**src/rtl/router_pkg.sv**
```systemverilog
// Shared constants for the 1x3 router control slice.
// Port count, "no port" address code and timeout defaults.
package router_pkg;

    localparam int NUM_PORTS = 3;
    localparam int DEF_TIMEOUT = 30;
    localparam int DEF_CNT_W = 5;
    localparam logic [1:0] ADDR_NONE = 2'b11;

endpackage

```
**src/rtl/router_port_timer.sv**
```systemverilog
// Per-port read timeout: pulses soft_reset for one cycle after
// TIMEOUT consecutive edges with valid data and no read.
module router_port_timer
    import router_pkg::*;
#(
    parameter int TIMEOUT = DEF_TIMEOUT,
    parameter int CNT_W = DEF_CNT_W
) (
    input  logic clock,
    input  logic reset,
    input  logic vld,
    input  logic rd_en,
    output logic soft_reset
);

    localparam logic [CNT_W-1:0] LAST = CNT_W'(TIMEOUT - 1);

    logic [CNT_W-1:0] cnt;

    // Idle counter; restarts on a read or when the port drains,
    // and wraps to zero on the cycle the flush pulse is raised.
    always_ff @(posedge clock) begin
        if (reset) begin
            cnt <= '0;
            soft_reset <= 1'b0;
        end else if (!vld || rd_en) begin
            cnt <= '0;
            soft_reset <= 1'b0;
        end else if (cnt == LAST) begin
            cnt <= '0;
            soft_reset <= 1'b1;
        end else begin
            cnt <= cnt + 1'b1;
            soft_reset <= 1'b0;
        end
    end

endmodule

```
**src/rtl/router_sync_ctrl.sv**
```systemverilog
// Router glue: latches the header address, steers FIFO write
// enables and full flag, and runs a flush timer per output port.
module router_sync_ctrl
    import router_pkg::*;
#(
    parameter int TIMEOUT = DEF_TIMEOUT,
    parameter int CNT_W = DEF_CNT_W
) (
    input  logic       clock,
    input  logic       reset,
    input  logic       detect_add,
    input  logic [1:0] data_in,
    input  logic       write_enb_reg,
    input  logic       read_enb_0,
    input  logic       read_enb_1,
    input  logic       read_enb_2,
    input  logic       empty_0,
    input  logic       empty_1,
    input  logic       empty_2,
    input  logic       full_0,
    input  logic       full_1,
    input  logic       full_2,
    output logic [2:0] write_enb,
    output logic       fifo_full,
    output logic       vld_out_0,
    output logic       vld_out_1,
    output logic       vld_out_2,
    output logic       soft_reset_0,
    output logic       soft_reset_1,
    output logic       soft_reset_2,
    output logic [1:0] addr_q
);

    // Destination latch; a new header takes effect next cycle.
    always_ff @(posedge clock) begin
        if (reset) begin
            addr_q <= ADDR_NONE;
        end else if (detect_add) begin
            addr_q <= data_in;
        end
    end

    // One-hot write steering from the registered address.
    always_comb begin
        write_enb = 3'b000;
        if (write_enb_reg && addr_q != ADDR_NONE) begin
            write_enb = 3'b001 << addr_q;
        end
    end

    // Full flag of the addressed FIFO back to the input FSM.
    always_comb begin
        fifo_full = 1'b0;
        case (addr_q)
            2'd0: fifo_full = full_0;
            2'd1: fifo_full = full_1;
            2'd2: fifo_full = full_2;
            default: fifo_full = 1'b0;
        endcase
    end

    assign vld_out_0 = ~empty_0;
    assign vld_out_1 = ~empty_1;
    assign vld_out_2 = ~empty_2;

    router_port_timer #(.TIMEOUT(TIMEOUT), .CNT_W(CNT_W)) u_tmr0 (
        .clock(clock),
        .reset(reset),
        .vld(vld_out_0),
        .rd_en(read_enb_0),
        .soft_reset(soft_reset_0)
    );

    router_port_timer #(.TIMEOUT(TIMEOUT), .CNT_W(CNT_W)) u_tmr1 (
        .clock(clock),
        .reset(reset),
        .vld(vld_out_1),
        .rd_en(read_enb_1),
        .soft_reset(soft_reset_1)
    );

    router_port_timer #(.TIMEOUT(TIMEOUT), .CNT_W(CNT_W)) u_tmr2 (
        .clock(clock),
        .reset(reset),
        .vld(vld_out_2),
        .rd_en(read_enb_2),
        .soft_reset(soft_reset_2)
    );

endmodule

```
**config.mk**
```make
export PLATFORM = sky130hd
export DESIGN_NAME = router_sync_ctrl
export DESIGN_NICKNAME = d
export VERILOG_FILES = /design/src/rtl/router_pkg.sv /design/src/rtl/router_port_timer.sv /design/src/rtl/router_sync_ctrl.sv
export SDC_FILE = /design/constraint.sdc
export NUM_CORES = 1
export LEC_CHECK = 0
export CAP_MARGIN = 20
export CORE_MARGIN = 5
export CORE_UTILIZATION = 43
export CTS_CLUSTER_DIAMETER = 80
export CTS_CLUSTER_SIZE = 12
export DETAILED_ROUTE_END_ITERATION = 8
export GPL_TIMING_DRIVEN = 1
export PLACE_DENSITY = 0.76
export SYNTH_ARGS = -nofsm -noshare
export SYNTH_HDL_FRONTEND = slang
export SYNTH_SLANG_ARGS = --single-unit
export TNS_END_PERCENT = 20
```
**constraint.sdc**
```tcl
create_clock -name clock -period 1.3 [get_ports clock]
set_input_delay 0.195 -clock clock [delete_from_list [all_inputs] [get_ports clock]]
set_output_delay 0.195 -clock clock [all_outputs]
set_load 0.02 [all_outputs]
```
Word level (Yosys, flattened, before mapping) --
Cells that the tools add are included.
Operators by class: add/subtract/negate cells 3, equal/unequal tests 6, shifts and indexed selects 1, multiplexer cells 5, bitwise logic cells 3, reductions and logical operators 11
Operator list (count):
- adder 5 x 1 -> 5 bit (second input constant) | 3
- == test 5 bit (second input constant) | 3
- OR reduction 3 bit | 3
- OR reduction 2 bit | 3
- logical OR 1 bit | 3
- 2-to-1 mux 1 bit | 3
- 2-to-1 mux 3 bit | 1
- NOT 1 bit | 3
- case mux 1 bit (3 select lines) | 1
- left shift 1 x 2 -> 3 bit (first input constant) | 1
- == test 2 x 1 -> 1 bit (second input constant) | 1
- == test 2 bit (second input constant) | 1
- zero test 2 bit | 1
- inequality test 2 bit (second input constant) | 1
- logical AND 1 bit | 1
Word-level totals: register bits after elaboration 20, bits of input ports 15, output and inout bits 12, word-level logic and storage cells 36

Logic depth before layout (Yosys ltp) --
Gate-level depths: netlist of the first run.
word-level depth 3, gate-level depth with buffers 5

By module --
Synthesis of the first run repeated with hierarchy kept, for this count alone.
Unflattened totals: cell total of the unflattened synthesis 88, area total of the unflattened synthesis 823.3 um^2
By module, submodules not included:
- router_port_timer | times used 3, cells each 24, area an instance 231.5 um^2
- router_sync_ctrl | times used 1, cells each 16, area an instance 128.9 um^2

Worst setup path after synthesis of the first run --
No wires, ideal clock.
path kind register to output, start point reg addr_q[0], end point out fifo_full, data arrival time 1097 ps, slack 8 ps, stages on the path, launching flop included 3, buffers on the path 0, cell sequence dfxtp_1 -> mux2i_1 -> o21ai_0
On the way: word-level cells in the longest chain between the ends 2, elaborated cells on any way between the ends 4, classes of those cells 2 x eq/ne; 1 x mux; 1 x reduce/logical
RTL lines:
- from (decl) | line router_sync_ctrl.sv:31 | output logic [1:0] addr_q
- from (signal assigned) | line router_sync_ctrl.sv:39 | addr_q <= data_in;
- == test 2 bit (tied with other cells) | line router_sync_ctrl.sv:54 | case (addr_q)
- case mux 1 bit (3 select lines) * | line router_sync_ctrl.sv:54
- to (decl) | line router_sync_ctrl.sv:24 | output logic fifo_full,
Mark *: on every way between the ends. The rest lies on a longest branch, timed or not.

Worst setup path in the final report of the first run --
Ends and elaborated chain as after synthesis.

==> results by stage, run 1 <==
GRT:
- The first-pass GRT wire length is 2860 um.
- The via count of the first global-routing pass is 689.
- The number of antenna violations at the first check in global routing was 0.
- The combined global-route utilization of all metal layers is 14.1%.
- Entering global routing, the biggest net connects 12 pins.
- The total overflow left after global routing is 0.

Final layout:
- The layout net count is 140.
- Leaving out fill and tap cells, the most frequent cell in the layout is sky130_fd_sc_hd__dfxtp_1.
- The library cells used most frequently in the layout, excluding fill and tap cells, are sky130_fd_sc_hd__dfxtp_1, sky130_fd_sc_hd__nor2_1, sky130_fd_sc_hd__clkdlybuf4s50_1.
- The number of antenna repair diodes is 0.
- The final design area excluding fillers is 1140 um^2.
- The ratio of cells with drive above 1 in the final layout is 13.6%.
- The area overhead of the layout relative to synthesis is 40.6%.

CTS:
- The number of buffers on the longest clock path is 2.
- The CTS H-tree depth is 1.
- In this run the clock root is driven by a sky130_fd_sc_hd__clkbuf_4.
- The later pin in the worst-skew pair is clocked with a latency of 0.29 ns.
- The clock transition at the registers of the reported paths is 0.10 ns.
- The number of sinks handled by clock tree synthesis is 20.
- The number of buffers created by CTS is 3.
- TritonCTS built the clock tree.

Timing:
- The number of endpoints with negative hold slack in the final report is 0.
- The fmax is 776 MHz.
- For the pin with the worst max-slew slack, the measured transition is 0.254 ns.
- The count of final max-slew check failures came to 0.
- The worst slew margin relative to its limit is 83.0%.
- The slack of the critical path is 0.0115 ns.
- The largest clock skew in the final design is 0.00647 ns.
- Setup repair after global routing could not meet its margin everywhere.
- Summed over all failing endpoints, the final setup total negative slack is 0 ns.
- The final period utilization is 99.1%.
- Setup violations remaining at the end of the flow were counted as 0.
- The clock period minus final worst setup slack is 1.29 ns.

Setup path:
- The kind of end point of the critical path is an output pin.
- Tracing the worst setup path back leads to its startpoint at addr_q[0].
- The category of the critical setup timing path is reg -> out.
- The worst path required time is 1.11 ns.
- In this run the worst path has a maximum fanout of 7.
- The worst path arrival time is 1.09 ns.
- The worst setup path is launched from a register.
- The startpoint of the lowest-slack register-to-register path is u_tmr2.cnt[0].

Place:
- The placer's final routability congestion estimate is 0.711.
- Port buffering added 26 buffers.
- Before CTS, the worst setup slack after placement is -0.465 ns.
- The placed instances occupy a cell area of 1130 um^2.
- The HPWL after detailed placement is 1330 um.

Detailed routing:
- Dividing the detail-routed via count by the number of cells gives 4.71.
- The pre-antenna-repair detailed-routing pass consisted of 2 iterations.
- For this run, design rule violations remaining after detail routing come to 0.
- The via total after detailed routing is 674.
- The total wirelength of the detailed-routed design is 1630 um.
- After detailed routing, the average wire length per cell comes to 11.4 um.
- The post-detailed-route count of antenna-violating nets is 0.
- In this run, the number of DRC markers left after iteration 0 of detailed routing was 5.

Synth:
- For this run, the number of Yosys warnings is 0.
- The net count of the mapped netlist is 106.
- The proportion of netlist area held by the largest area contributor is 49.2%.
- The post-synthesis cell type with the largest combined area is sky130_fd_sc_hd__dfxtp_1.
- Sequential elements use 49.2% of the synthesized area.
- The number of different library cells in the post-synthesis netlist is 18.
- The synthesized area is 813 um^2.
- The flip-flop and latch count after synthesis is 20.
- After synthesis, the cell types taking the most area are sky130_fd_sc_hd__dfxtp_1, sky130_fd_sc_hd__ha_1, sky130_fd_sc_hd__nor2_1.
- A synthesized cell averages 9.57 um^2.
- The number of instances in the synthesized netlist is 85.

Power and ir drop:
- In this run the power density over the cells is 974 nW/um^2.
- The overall power consumption is 0.00111 W.
- The power share of the combinational group is 11.5%.
- The power spent charging and discharging nets is 0.000249 W.
- The internal power summed over all cells is 0.000866 W.
- The worst-case vdd ir drop is 0.627 mV.
- Summed over all cells, the static leakage comes to 0.481 nW.
- The switching share of power is 22.3%.
- The part of the power in the clock network is 31.6%.
- Registers are responsible for 56.9% of the overall power.

Die:
- The floorplan step defined a die boundary enclosing 2860 um^2.
- The row count is 15.
- The floorplan die width is 53.5 um.
- The initial utilization of the core area, before any placement, comes to 46.1%.
- The number of top-level pins is 27.
- The total core area is 1760 um^2.
- The vertical extent of the die is 53.5 um.

Hold path:
- The launch point of the worst hold path is u_tmr0.cnt[0].
- The class of the worst hold path is reg -> reg.

Flow run:
- The max-capacitance violation count is 0.

Outcome:
- The run finished with clean final reports.
-- per-stage QoR --
stage / cells / utilization (%) / hold slack [ns]
2_1_floorplan: 85 / - / 0.294
3_3_place_gp: 139 / 63.9 / 0.447
3_5_place_dp: 139 / 63.9 / 0.462
4_1_cts: 143 / 65.3 / 0.483
5_1_grt: 143 / 64.8 / 0.483
6_report: 143 / 64.8 / 0.480
-- registers in the layout, indices dropped and copies added (netlist names) --
name / flops
u_tmr1.cnt: 5
u_tmr0.cnt: 5
u_tmr0.soft_reset: 1
u_tmr2.cnt: 5
u_tmr2.soft_reset: 1
u_tmr1.soft_reset: 1
addr_q: 2
-- Yosys cell counts --
library cell,instances
sky130_fd_sc_hd__dfxtp_1,20
sky130_fd_sc_hd__nor2_1,16
sky130_fd_sc_hd__ha_1,6
sky130_fd_sc_hd__inv_1,6
sky130_fd_sc_hd__nand3_1,6
sky130_fd_sc_hd__xor2_1,6
sky130_fd_sc_hd__nor2b_1,5
sky130_fd_sc_hd__nand2_1,4
sky130_fd_sc_hd__nand4_1,3
sky130_fd_sc_hd__xnor2_1,3
sky130_fd_sc_hd__a211o_1,2
sky130_fd_sc_hd__nor3_2,2
sky130_fd_sc_hd__and3b_1,1
sky130_fd_sc_hd__mux2i_1,1
sky130_fd_sc_hd__nand3b_1,1
sky130_fd_sc_hd__nor3_1,1
sky130_fd_sc_hd__nor3b_1,1
sky130_fd_sc_hd__o21ai_0,1
-- area by class of cell --
type / count / area (um^2)
fillers: 167 / 621
flip-flops and latches: 20 / 405
multi-input cells: 59 / 395
repair buffers: 29 / 253
clock buffers: 4 / 36.3
well taps: 25 / 31.3
inverters: 6 / 22.5
-- layer usage --
layer / share of wire [%] / vias up / track usage, %
li1: - / 344 / -
met1: 44 / 302 / 14.8
met2: 48 / 24 / 24.7
met3: 6.3 / 4 / 5.07
met4: 2.0 / 0 / 6.38
met5: 0 / - / 0
-- power by group through the flow --
stage	clock (W)	combinational [W]	sequential, W
finish	0.000352	0.000128	0.000634
global route	0.000388	0.000140	0.000637
CTS	0.000361	0.000132	0.000635
detailed placement	0	0.000141	0.000648
global placement	0	0.000138	0.000647
floorplan	0	0.0000448	0.000651
-- critical path: stages, from the launching register on --
cell and delay (ns):
sky130_fd_sc_hd__dfxtp_4 0.40, sky130_fd_sc_hd__mux2i_1 0.18, sky130_fd_sc_hd__o21ai_1 0.07, sky130_fd_sc_hd__buf_2 0.16
-- worst paths after layout --
path	to	slack [ns]	depth (start not counted)
hold / removal	u_tmr0.cnt[0]	0.48	1
hold reg to reg	u_tmr0.cnt[0]	0.48	1
setup reg to reg	u_tmr2.cnt[2]	0.27	4
setup / recovery	fifo_full	0.01	3
-- kinds of logic (layout without fill, tap and decap cells) --
logic type | Yosys count | in the layout | synth area share [%]
adder cells (fa/ha/maj) | 6 | 6 | 9.23
flip-flops | 20 | 20 | 49.2
XOR/XNOR | 9 | 9 | 9.69
buffers and inverters | 6 | 39 | 2.77
multiplexers | 1 | 1 | 1.23
AO/OA/AOI/OAI | 3 | 3 | 2.77
AND/OR/NAND/NOR | 40 | 40 | 25.1
-- timing repair --
item,in CTS,in global routing
hold buffers,0,0
setup buffers,0,0
gates cloned,0,0
endpoints found under the setup margin,12,4
resized for setup,22,9
Note: power is estimated with default switching activity, not from simulation.
==> inputs of run 2 (changes only) <==
--- a/config.mk
+++ b/config.mk
@@ -8,3 +8,3 @@
 export CAP_MARGIN = 20
-export CORE_MARGIN = 5
+export CORE_MARGIN = 2
 export CORE_UTILIZATION = 43
--- a/constraint.sdc
+++ b/constraint.sdc
@@ -3,2 +3,2 @@
 set_output_delay 0.195 -clock clock [all_outputs]
-set_load 0.02 [all_outputs]
+set_load 0.01 [all_outputs]
==> run 2 against run 1 <==
Against the previous run: sequential share of layout area is essentially flat; register-to-register slack better by 0.02 ns; routed wire length decreased by 16%; global-route usage rose by 1.3 points; die area down 21%; count of clock-buffer cells in the layout is the same; fmax up 2.2%; core utilization increased by 1.1 points; first-iteration DRC count shrank 20%; total power decreased by 1.4%; non-clock buffer count increased by 1; critical path type unchanged; critical endpoint unchanged.
==> results by stage, run 2 (synthesis results as in run 1) <==
Hold path:
- The hold-critical path endpoint was u_tmr1.cnt[0] (was u_tmr0.cnt[0]).
- The launch point of the worst hold path is u_tmr1.cnt[0] (was u_tmr0.cnt[0]).
- The cell depth of the worst min-delay path is 1 (unchanged).
- The class of the worst hold path is reg -> reg (unchanged).

Timing:
- The total negative setup slack came to 0 ns (unchanged).
- The slack of the critical path came to 0.0387 ns (was 0.0115 ns).
- The worst hold slack is 0.472 ns (was 0.480 ns).
- The final period utilization is 97.0% (was 99.1%).
- RSZ-0062 raised after global routing: true (unchanged).
- The slew of the pin with the lowest slew margin is 0.279 ns (was 0.254 ns).
- The final setup violation count is 0 (unchanged).
- The largest clock skew in the final design is 0.00105 ns (was 0.00647 ns).
- The number of endpoints with negative hold slack in the final report is 0 (unchanged).
- The clock period minus final worst setup slack was 1.26 ns (was 1.29 ns).
- The fmax was 793 MHz (was 776 MHz).
- The worst slew margin relative to its limit is 81.4% (was 83.0%).
- The count of final max-slew check failures came to 0 (unchanged).

Die:
- The total die area is 2260 um^2 (was 2860 um^2).
- The row count is 15 (unchanged).
- The number of top-level pins is 27 (unchanged).
- The total core area is 1750 um^2 (was 1760 um^2).
- The vertical extent of the die came to 47.5 um (was 53.5 um).
- The starting density of the core is 46.6% (was 46.1%).
- The floorplan die width was 47.5 um (was 53.5 um).

Flow run:
- The max-capacitance violation count came to 0 (unchanged).

Setup path:
- The worst path required time came to 1.11 ns (about the same).
- The length in cells of the worst reg-to-reg path was 4 (unchanged).
- The worst path arrival time is 1.07 ns (was 1.09 ns).
- The type of element launching the critical path is a register (unchanged).
- The setup slack of the most critical reg-to-reg path came to 0.29 ns (was 0.27 ns).
- The dominant delay contributor by cell family on the critical path is flip-flops (unchanged).
- The maximum net fanout on the critical path is 7 (unchanged).
- The category of the critical setup timing path is reg -> out (unchanged).
- The capture point of the worst reg-to-reg path is u_tmr2.cnt[3] (was u_tmr2.cnt[2]).
- The slowest cell on the critical path is sky130_fd_sc_hd__dfxtp_4 (unchanged).
- The buffer and inverter count on the worst path is 1 (unchanged).
- The startpoint of the lowest-slack register-to-register path is u_tmr2.cnt[0] (unchanged).
- Worst-path cell chain: mux2i_1 -> o21ai_1 -> buf_2 (unchanged).
- The delay contributed by the slowest stage of the critical path was 0.39 ns (was 0.40 ns).
- The kind of end point of the critical path is an output pin (unchanged).

GRT:
- The overflow left after global routing is 0 (unchanged).
- The global routing's busiest layer is met2 (unchanged).
- The via count of the first global-routing pass is 610 (was 689).
- The combined global-route utilization of all metal layers is 15.4% (was 14.1%).
- The met3 global-route usage was 2.26% (was 5.07%).
- The met1 capacity usage during global routing is 17.8% (was 14.8%).
- The met2 track utilization from global routing was 26.5% (was 24.7%).
- The first-pass GRT wire length was 2400 um (was 2860 um).
- The largest net degree at the start of global routing is 12 (unchanged).
- The number of antenna violations at the first check in global routing is 0 (unchanged).

Final layout:
- The final design area excluding fillers is 1150 um^2 (was 1140 um^2).
- The area overhead of the layout relative to synthesis came to 41.4% (was 40.6%).
- The ratio of cells with drive above 1 in the final layout was 13.4% (was 13.6%).
- The number of antenna repair diodes was 0 (unchanged).
- Most frequent cells in the layout: sky130_fd_sc_hd__dfxtp_1, sky130_fd_sc_hd__nor2_1, sky130_fd_sc_hd__clkdlybuf4s50_1 (unchanged).
- Biggest registers after layout: u_tmr0.cnt (5), u_tmr1.cnt (5), u_tmr2.cnt (5) (unchanged).
- The layout net count is 141 (was 140).
- The most common cell after layout, fill and taps aside is sky130_fd_sc_hd__dfxtp_1 (unchanged).

CTS:
- The number of resized instances in the post-cts repair step came to 25 (was 22).
- The CTS H-tree depth is 1 (unchanged).
- The clock latency on the worst-skew pair is 0.29 ns (about the same).
- The number of buffers created by CTS is 3 (unchanged).
- The CTS tree is built (unchanged).
- The number of sinks handled by clock tree synthesis is 20 (unchanged).
- The clock transition at the registers of the reported paths is 0.10 ns (about the same).
- The number of buffers on the longest clock path is 2 (unchanged).
- The number of buffers inserted to repair setup after CTS came to 0 (unchanged).
- The buffer type at the clock tree root is sky130_fd_sc_hd__clkbuf_4 (unchanged).
- The number of buffers added to fix hold violations after cts was 0 (unchanged).

Place:
- The placement-stage worst setup slack is -0.316 ns (was -0.465 ns).
- The HPWL after detailed placement is 1120 um (was 1330 um).
- The post-place instance area came to 1130 um^2 (about the same).
- The placer's final routability congestion estimate is 0.715 (was 0.711).
- The number of buffers added on ports is 26 (unchanged).

Power and ir drop:
- The power per unit of standard cell area is 956 nW/um^2 (was 974 nW/um^2).
- The worst-case vdd ir drop was 0.613 mV (was 0.627 mV).
- The standby leakage power is 0.485 nW (was 0.481 nW).
- The overall power consumption was 0.00110 W (was 0.00111 W).

Detailed routing:
- The post-detailed-route count of antenna-violating nets is 0 (unchanged).
- The number of detailed-routing iterations run before antenna repair was 4 (was 2).
- The routed via count divided by cell count was 4.54 (was 4.71).
- The total wirelength of the detailed-routed design is 1360 um (was 1630 um).
- The initial detailed-routing violation count is 4 (was 5).
- The DRC violations left was 0 (unchanged).
- The average detailed-routed wire length per instance was 9.42 um (was 11.4 um).
- The via total after detailed routing is 654 (was 674).

Outcome:
- Status: completed (unchanged).
## run 2: layout make-up
| class | instances | area (um^2) |
|---|---|---|
| clock buffers | 4 | 36.3 |
| fillers | 145 | 596 |
| inverters | 6 | 22.5 |
| flip-flops and latches | 20 | 408 |
| repair buffers | 30 | 262 |
| multi-input cells | 59 | 390 |
| well taps | 25 | 31.3 |
## run 2: how the worst max path moves through the flow
stage,startpoint,to,cells after the start
2_1_floorplan,addr_q[0],fifo_full,2
3_3_place_gp,write_enb_reg,write_enb[0],3
3_5_place_dp,write_enb_reg,write_enb[0],3
4_1_cts,addr_q[0],write_enb[1],3
5_1_grt,addr_q[0],fifo_full,3
6_report,addr_q[0],fifo_full,3
## run 2: per-stage QoR
stage | cells | util (%)
after floorplan | 85 | -
after global placement | 140 | 65.0
after detailed placement | 140 | 65.0
after CTS | 144 | 66.0
after global routing | 144 | 65.9
final | 144 | 65.9
## run 2: worst reg2reg max path, cell delays in order, from the launching register on
cell                      delay (ns)
sky130_fd_sc_hd__dfxtp_1        0.39
sky130_fd_sc_hd__ha_1           0.17
sky130_fd_sc_hd__nand4_1        0.11
sky130_fd_sc_hd__nand2_1        0.17
sky130_fd_sc_hd__nor2_1         0.07
## run 2: where the power goes
part	total [W]	switching [W]	internal, W	leakage, nW
sequential	0.000633	0.0000116	0.000621	0.162
combinational	0.000118	0.0000424	0.0000757	0.302
clock	0.000348	0.000178	0.000171	0.0210
total	0.00110	0.000232	0.000867	0.485
## run 2: metal layers
metal	vias up	wire length, um
li1	347	-
met1	282	587
met2	23	694
met3	2	57
met4	0	19
met5	-	0
